`config.mk`:
```
export PLATFORM = sky130hd
export DESIGN_NAME = median_row_loader
export DESIGN_NICKNAME = d
export VERILOG_FILES = /design/src/rtl/median_row_loader.sv
export SDC_FILE = /design/constraint.sdc
export NUM_CORES = 1
export LEC_CHECK = 0
export ABC_AREA = 1
export BUFFER_PORTS_ARGS = -buffer_cell sky130_fd_sc_hd__buf_2
export CORE_AREA = 3 3 95 97
export CTS_BUF_LIST = sky130_fd_sc_hd__clkbuf_4
export DETAILED_ROUTE_END_ITERATION = 12
export DIE_AREA = 0 0 98 100
export GPL_TIMING_DRIVEN = 0
export HOLD_SLACK_MARGIN = 0.1
export PLACE_DENSITY = 0.82
export RECOVER_POWER = 50
export SETUP_SLACK_MARGIN = 0.4
export SYNTH_ARGS = -nofsm -noshare
export SYNTH_HDL_FRONTEND = slang
export SYNTH_SLANG_ARGS = --single-unit
```
`constraint.sdc`:
```
create_clock -name clk -period 3.15 [get_ports clk]
set_input_delay 0.63 -clock clk [delete_from_list [all_inputs] [get_ports clk]]
set_output_delay 0.63 -clock clk [all_outputs]
set_load 0.01 [all_outputs]
```
`src/rtl/median_row_loader.sv`:
```
// Purpose: packs a raster pixel stream 4 pixels per word and writes each row into row memory A/B/C in rotation.
// Latency: wdata/waddr/we_x are valid for one cycle, the cycle after the 4th pixel of a group is accepted.
// Backpressure: pixel_ready drops once 3 complete rows are buffered and returns the cycle after row_release.
// Optional feature: define MEDIAN_LOADER_ERR_EN to add the sticky frame_err output.
module median_row_loader #(
    parameter int PIXEL_DATA_WIDTH = 8,
    parameter int MEM_DATA_WIDTH   = 32,
    parameter int LUT_ADDR_WIDTH   = 10,
    parameter int IMG_WIDTH        = 320,
    parameter int IMG_HEIGHT       = 320
) (
    input  logic                        clk,
    input  logic                        rst,
    input  logic [PIXEL_DATA_WIDTH-1:0] pixel_in,
    input  logic                        pixel_valid,
    input  logic                        pixel_sof,
    output logic                        pixel_ready,
    input  logic                        row_release,
    output logic [MEM_DATA_WIDTH-1:0]   wdata,
    output logic [LUT_ADDR_WIDTH-1:0]   waddr,
    output logic                        we_a,
    output logic                        we_b,
    output logic                        we_c,
    output logic [1:0]                  rows_valid,
    output logic                        frame_done
`ifdef MEDIAN_LOADER_ERR_EN
    ,
    output logic                        frame_err
`endif
);

    localparam int WORDS_PER_ROW = IMG_WIDTH / 4;
    localparam int ROW_W         = (IMG_HEIGHT > 1) ? $clog2(IMG_HEIGHT) : 1;
    localparam int PACK_W        = 3 * PIXEL_DATA_WIDTH;
    localparam logic [LUT_ADDR_WIDTH-1:0] LAST_COL = LUT_ADDR_WIDTH'(WORDS_PER_ROW - 1);
    localparam logic [ROW_W-1:0]          LAST_ROW = ROW_W'(IMG_HEIGHT - 1);

    typedef enum logic [1:0] {S_IDLE, S_FILL, S_WAIT_FREE, S_DONE} state_t;
    typedef enum logic [1:0] {MEM_A, MEM_B, MEM_C} mem_sel_t;

    state_t                    state_q;
    state_t                    state_d;
    mem_sel_t                  sel_q;
    logic [1:0]                grp_q;
    logic [PACK_W-1:0]         pack_q;
    logic [LUT_ADDR_WIDTH-1:0] col_q;
    logic [ROW_W-1:0]          row_q;

    logic       accept;
    logic       sof_acc;
    logic       pix_acc;
    logic       word_done;
    logic       row_done;
    logic       last_row;
    logic       rel_eff;
    logic [1:0] rows_d;
    logic       ready_d;
    logic       done_d;

    // Handshake qualification, word/row completion events and next buffered-row count
    always_comb begin
        accept    = pixel_valid & pixel_ready;
        sof_acc   = accept & pixel_sof;
        pix_acc   = accept & ~pixel_sof & (state_q == S_FILL);
        word_done = pix_acc & (grp_q == 2'd3);
        row_done  = word_done & (col_q == LAST_COL);
        last_row  = row_done & (row_q == LAST_ROW);
        rel_eff   = row_release & (rows_valid != 2'd0);
        if (sof_acc) begin
            rows_d = 2'd0;
        end else if (row_done && !rel_eff) begin
            rows_d = rows_valid + 2'd1;
        end else if (!row_done && rel_eff) begin
            rows_d = rows_valid - 2'd1;
        end else begin
            rows_d = rows_valid;
        end
    end

    // State register plus the registered handshake and frame_done outputs
    always_ff @(posedge clk or posedge rst) begin
        if (rst) begin
            state_q     <= S_IDLE;
            pixel_ready <= 1'b0;
            frame_done  <= 1'b0;
        end else begin
            state_q     <= state_d;
            pixel_ready <= ready_d;
            frame_done  <= done_d;
        end
    end

    // Next-state logic: a frame restart wins, then end of frame, then the 3-row limit
    always_comb begin
        state_d = state_q;
        case (state_q)
            S_IDLE: begin
                if (sof_acc) state_d = S_FILL;
            end
            S_FILL: begin
                if (sof_acc) begin
                    state_d = S_FILL;
                end else if (last_row) begin
                    state_d = S_DONE;
                end else if (row_done && (rows_d == 2'd3)) begin
                    state_d = S_WAIT_FREE;
                end
            end
            S_WAIT_FREE: begin
                if (row_release) state_d = S_FILL;
            end
            S_DONE: begin
                state_d = S_IDLE;
            end
            default: state_d = S_IDLE;
        endcase
    end

    // Output decode: ready follows the state being entered; frame_done trails the DONE cycle
    always_comb begin
        ready_d = (state_d == S_IDLE) || (state_d == S_FILL);
        done_d  = (state_q == S_DONE);
    end

    // Pixel packing, word writes, memory rotation and buffered-row count
    always_ff @(posedge clk or posedge rst) begin
        if (rst) begin
            grp_q      <= 2'd0;
            pack_q     <= '0;
            col_q      <= '0;
            row_q      <= '0;
            sel_q      <= MEM_A;
            wdata      <= '0;
            waddr      <= '0;
            we_a       <= 1'b0;
            we_b       <= 1'b0;
            we_c       <= 1'b0;
            rows_valid <= 2'd0;
        end else begin
            we_a       <= 1'b0;
            we_b       <= 1'b0;
            we_c       <= 1'b0;
            rows_valid <= rows_d;
            if (sof_acc) begin
                // The sof pixel opens a fresh group; any partial word is simply dropped
                pack_q <= {pack_q[PACK_W-PIXEL_DATA_WIDTH-1:0], pixel_in};
                grp_q  <= 2'd1;
                col_q  <= '0;
                row_q  <= '0;
                sel_q  <= MEM_A;
            end else if (pix_acc) begin
                pack_q <= {pack_q[PACK_W-PIXEL_DATA_WIDTH-1:0], pixel_in};
                grp_q  <= grp_q + 2'd1;
                if (word_done) begin
                    // Oldest pixel lands in the top byte
                    wdata <= {pack_q, pixel_in};
                    waddr <= col_q;
                    we_a  <= (sel_q == MEM_A);
                    we_b  <= (sel_q == MEM_B);
                    we_c  <= (sel_q == MEM_C);
                    if (row_done) begin
                        col_q <= '0;
                        row_q <= row_q + ROW_W'(1);
                        case (sel_q)
                            MEM_A:   sel_q <= MEM_B;
                            MEM_B:   sel_q <= MEM_C;
                            default: sel_q <= MEM_A;
                        endcase
                    end else begin
                        col_q <= col_q + LUT_ADDR_WIDTH'(1);
                    end
                end
            end
        end
    end

`ifdef MEDIAN_LOADER_ERR_EN
    localparam int WCNT_W = $clog2(IMG_WIDTH + 1);

    logic [WCNT_W-1:0] wait_cnt_q;

    // Sticky error: restart mid-frame, or a source stalled too long while rows are full
    always_ff @(posedge clk or posedge rst) begin
        if (rst) begin
            wait_cnt_q <= '0;
            frame_err  <= 1'b0;
        end else begin
            if ((state_q == S_WAIT_FREE) && pixel_valid) begin
                if (wait_cnt_q != WCNT_W'(IMG_WIDTH)) wait_cnt_q <= wait_cnt_q + WCNT_W'(1);
            end else begin
                wait_cnt_q <= '0;
            end
            if ((state_q == S_IDLE) && sof_acc) begin
                frame_err <= 1'b0;
            end else if (((state_q == S_FILL) && sof_acc) ||
                         ((state_q == S_WAIT_FREE) && pixel_valid &&
                          (wait_cnt_q == WCNT_W'(IMG_WIDTH)))) begin
                frame_err <= 1'b1;
            end
        end
    end
`endif

endmodule
```
==> results.py <==
metrics = {
    "floorplan": {
        "core_mm2": 0.00822,
        "initial_utilization_pct": 49.9,
        "dieWidth_um": 98,
        "fp.dieArea_mm2": 0.00980,
        "ioPinCount": 62,
        "die_h_um": 100,
        "rows": 33,
    },
    "timing": {
        "final.period_utilization_pct": 59.6,
        "max-slew-margin-rel_pct": 28.1,
        "fin_ws_ns": 1.27,
        "max_freq_mhz": 533,
        "tightest_slew_ns": 1.08,
        "skew_ns": 0.0104,
        "setup_viol": 0,
        "finalHoldViolCount": 0,
        "min_period_ns": 1.88,
        "finalSetupTns_ns": 0,
        "slew_violations": 0,
        "grt_setup_unrepaired": "no",
    },
    "route": {
        "wl_per_cell_um": 14.6,
        "ant_nets": 0,
        "drt_first_pass_iters": 5,
        "drt-initial-drc-count": 192,
        "num_vias": 3326,
        "drc": 0,
        "drt-vias-per-instance": 5.24,
        "wirelength_um": 9280,
    },
    "worst_setup_path": {
        "critPathSlowestCell": "dfrtp_1",
        "slowest_delay_ns": 0.43,
        "path_cells": "ha_1 -> nand3_1 -> nor2_4 -> nand2_4 -> nand2_1 -> nand2_1 -> nand2_1 -> nand3_2 -> nor2_2 -> nand2_1 -> nand3b_2 -> inv_2",
        "critPathRequiredTime_ns": 3.52,
        "critPathTopFamily": "simple AND/OR/NAND/NOR gates",
        "start_kind": "register",
        "timing.critical_path.buf_inv": 1,
        "path_class": "reg2reg",
        "crit_fanout": 4,
        "path_common_cell": "nand2_1",
        "crit_arrival_ns": 2.25,
        "r2r_slack_ns": 1.27,
        "end_kind": "register",
    },
    "grt": {
        "grt_max_degree": 45,
        "gr-usage-all-layers_pct": 20.6,
        "overflow": 0,
        "grt_pass1_wl_um": 16000,
        "antenna_found_initial": 0,
        "first_global_vias": 3368,
    },
    "placed_design": {
        "port_buffers": 61,
        "dp_hpwl_um": 6530,
        "place_congestion": 0.853,
        "pre_cts_ws_ns": 1.07,
    },
    "cts": {
        "clk_latency_ns": 0.46,
        "cts-resized-gates": 0,
        "path_clk_slew_ns": 0.15,
        "cts_tree": "done",
        "numCtsBuffers": 9,
        "cts_max_level": 3,
        "cts_setup_buffers": 0,
        "cts_max_path_buffers": 2,
        "cts.sinks": 98,
        "holdBufCountCts": 0,
        "cts_root_buffer": "clkbuf_4",
    },
    "finish": {
        "drive_gt1_share_pct": 16.0,
        "syn2layout_area_growth_pct": 13.9,
        "multiInputGateArea_mm2": 0.00135,
        "antenna_cells": 0,
        "fillers": 722,
        "seqCellArea_mm2": 0.00245,
        "final_nets": 543,
    },
    "pwr": {
        "seqPwrFrac_pct": 53.7,
        "ir_drop_v": 0.000339,
        "power.share.switching_pct": 34.4,
        "clockPowerShare_pct": 21.2,
        "total_leakage_power_uw": 0.00238,
        "switching_power_uw": 1090,
        "p_int_uw": 2080,
        "comb_power_share_pct": 25.1,
        "power_density_mw_per_mm2": 679,
    },
    "run_status": {
        "outcome": "finished, final reports clean",
    },
    "run": {
        "cap_violations": 0,
    },
    "yosys": {
        "mappedNetlistArea_mm2": 0.00410,
        "avgSynthCellArea_um2": 9.07,
        "synth_seq_cells": 98,
        "syn-instance-count": 452,
        "synth.top_cell.area_share_pct": 59.8,
        "yosysTopAreaCell": "dfrtp_1",
        "synth_area_leaders": "dfrtp_1, nand2_1, o21ai_0",
        "syn_nets": 469,
        "yosysWarnings": 0,
        "yosysSeqAreaShare_pct": 59.8,
        "synth_cell_types": 26,
    },
    "min_path": {
        "min_path_type": "in2async",
    },
}
## layer usage
| layer | global-route usage (%) | up-vias | part of all wire [%] |
|---|---|---|---|
| met5 | 0 | - | 0 |
| met4 | 6.82 | 0 | 1.9 |
| met3 | 6.05 | 18 | 7.8 |
| met2 | 34.2 | 129 | 48 |
| met1 | 26.0 | 1602 | 42 |
| li1 | - | 1577 | - |
## synthesized netlist by cell type
library cell	count
o21ai_1	3
buf_1	2
nand2_2	2
nand2_4	3
buf_2	6
o21ai_0	67
inv_2	4
nand3b_2	1
clkbuf_1	8
nand3_4	1
nor3_1	4
nor2_4	3
nand2_1	122
o211ai_1	1
nor2_2	5
inv_1	52
buf_6	2
nand3_2	2
ha_1	4
nand3_1	15
nor2_1	23
dfrtp_1	98
o21a_1	1
nor2_8	1
a21oi_1	19
nand4_1	3
## power by group through the flow
stage | Combinational, uW | Sequential (uW) | Clock (uW)
floorplan | 381 | 1810 | 0
global placement | 774 | 1720 | 0
detailed placement | 819 | 1730 | 0
CTS | 829 | 1700 | 681
global route | 905 | 1750 | 739
finish | 797 | 1710 | 672
## path summary, 6_finish.rpt
check,startpoint,endpoint,cells past startpoint
setup / recovery,col_q[0],pixel_ready,12
hold / removal,rst,wdata[30],2
setup reg to reg,col_q[0],pixel_ready,12
hold reg to reg,pack_q[14],pack_q[22],2
max in group asynchronous,rst,rows_valid[1],3
min in group clk,pixel_in[4],wdata[4],3
## metrics by stage
| step | instances | utilization, % | area [um^2] | power (uW) | hold WS, ns |
|---|---|---|---|---|---|
| after CTS | 635 | 57.4 | 4720 | 3210 | 0.159 |
| after global placement | 618 | 55.3 | 4540 | 2490 | 0.450 |
| after detailed placement | 620 | 55.8 | 4580 | 2550 | 0.459 |
| final | 635 | 56.9 | 4670 | 3170 | 0.283 |
| after global routing | 635 | 56.9 | 4670 | 3390 | 0.345 |
| after floorplan | 452 | - | 4110 | 2190 | 0.452 |
## cell usage in the layout (no fill, tap or decap), drive strengths merged
| master | synthesis | layout |
|---|---|---|
| nand2 | 127 | 127 |
| dfrtp | 98 | 98 |
| o21ai | 70 | 70 |
| inv | 56 | 56 |
| buf | 10 | 50 |
| clkbuf | 8 | 40 |
| nor2 | 32 | 32 |
| a21oi | 19 | 19 |
| nand3 | 18 | 18 |
| nor3 | 4 | 4 |
| ha | 4 | 4 |
| clkinv | 0 | 4 |
| nand4 | 3 | 3 |
| o21a | 1 | 1 |
| nand3b | 1 | 1 |
| o211ai | 1 | 1 |
| clkinvlp | 0 | 1 |
| bufinv | 0 | 1 |
## cells by family after synthesis
| logic type | share of synthesized area (%) |
|---|---|
| flip-flops | 59.8 |
| AO/OA/AOI/OAI | 11.2 |
| buffers and inverters | 7.32 |
| adder cells (fa/ha/maj) | 1.22 |
| AND/OR/NAND/NOR | 20.4 |
## cell type report
cell class,count,share of cell area (%)
plain buffers,18,1.90
clock buffers,9,1.45
clock inverters,6,1.45
inverters,56,4.53
multi-input cells,280,28.9
flip-flops and latches,98,52.5
well taps,105,2.81
repair buffers,63,6.51
## flip-flops by register name, indices dropped and copies added (netlist names)
signal,cells
wdata,32
frame_done,1
rows_valid,2
state_q,2
grp_q,2
pack_q,24
we_b,1
pixel_ready,1
we_a,1
col_q,10
sel_q,2
row_q,9
we_c,1
waddr,10
## worst register-to-register path, delay by kind of cell (launching register included)
| kind | cells | cell delay (ns) |
|---|---|---|
| buf+inv | 1 | 0.04 |
| fa+ha+maj | 1 | 0.22 |
| simple gates | 10 | 1.12 |
| flops | 1 | 0.43 |
Power figures use the tool's default switching activity.
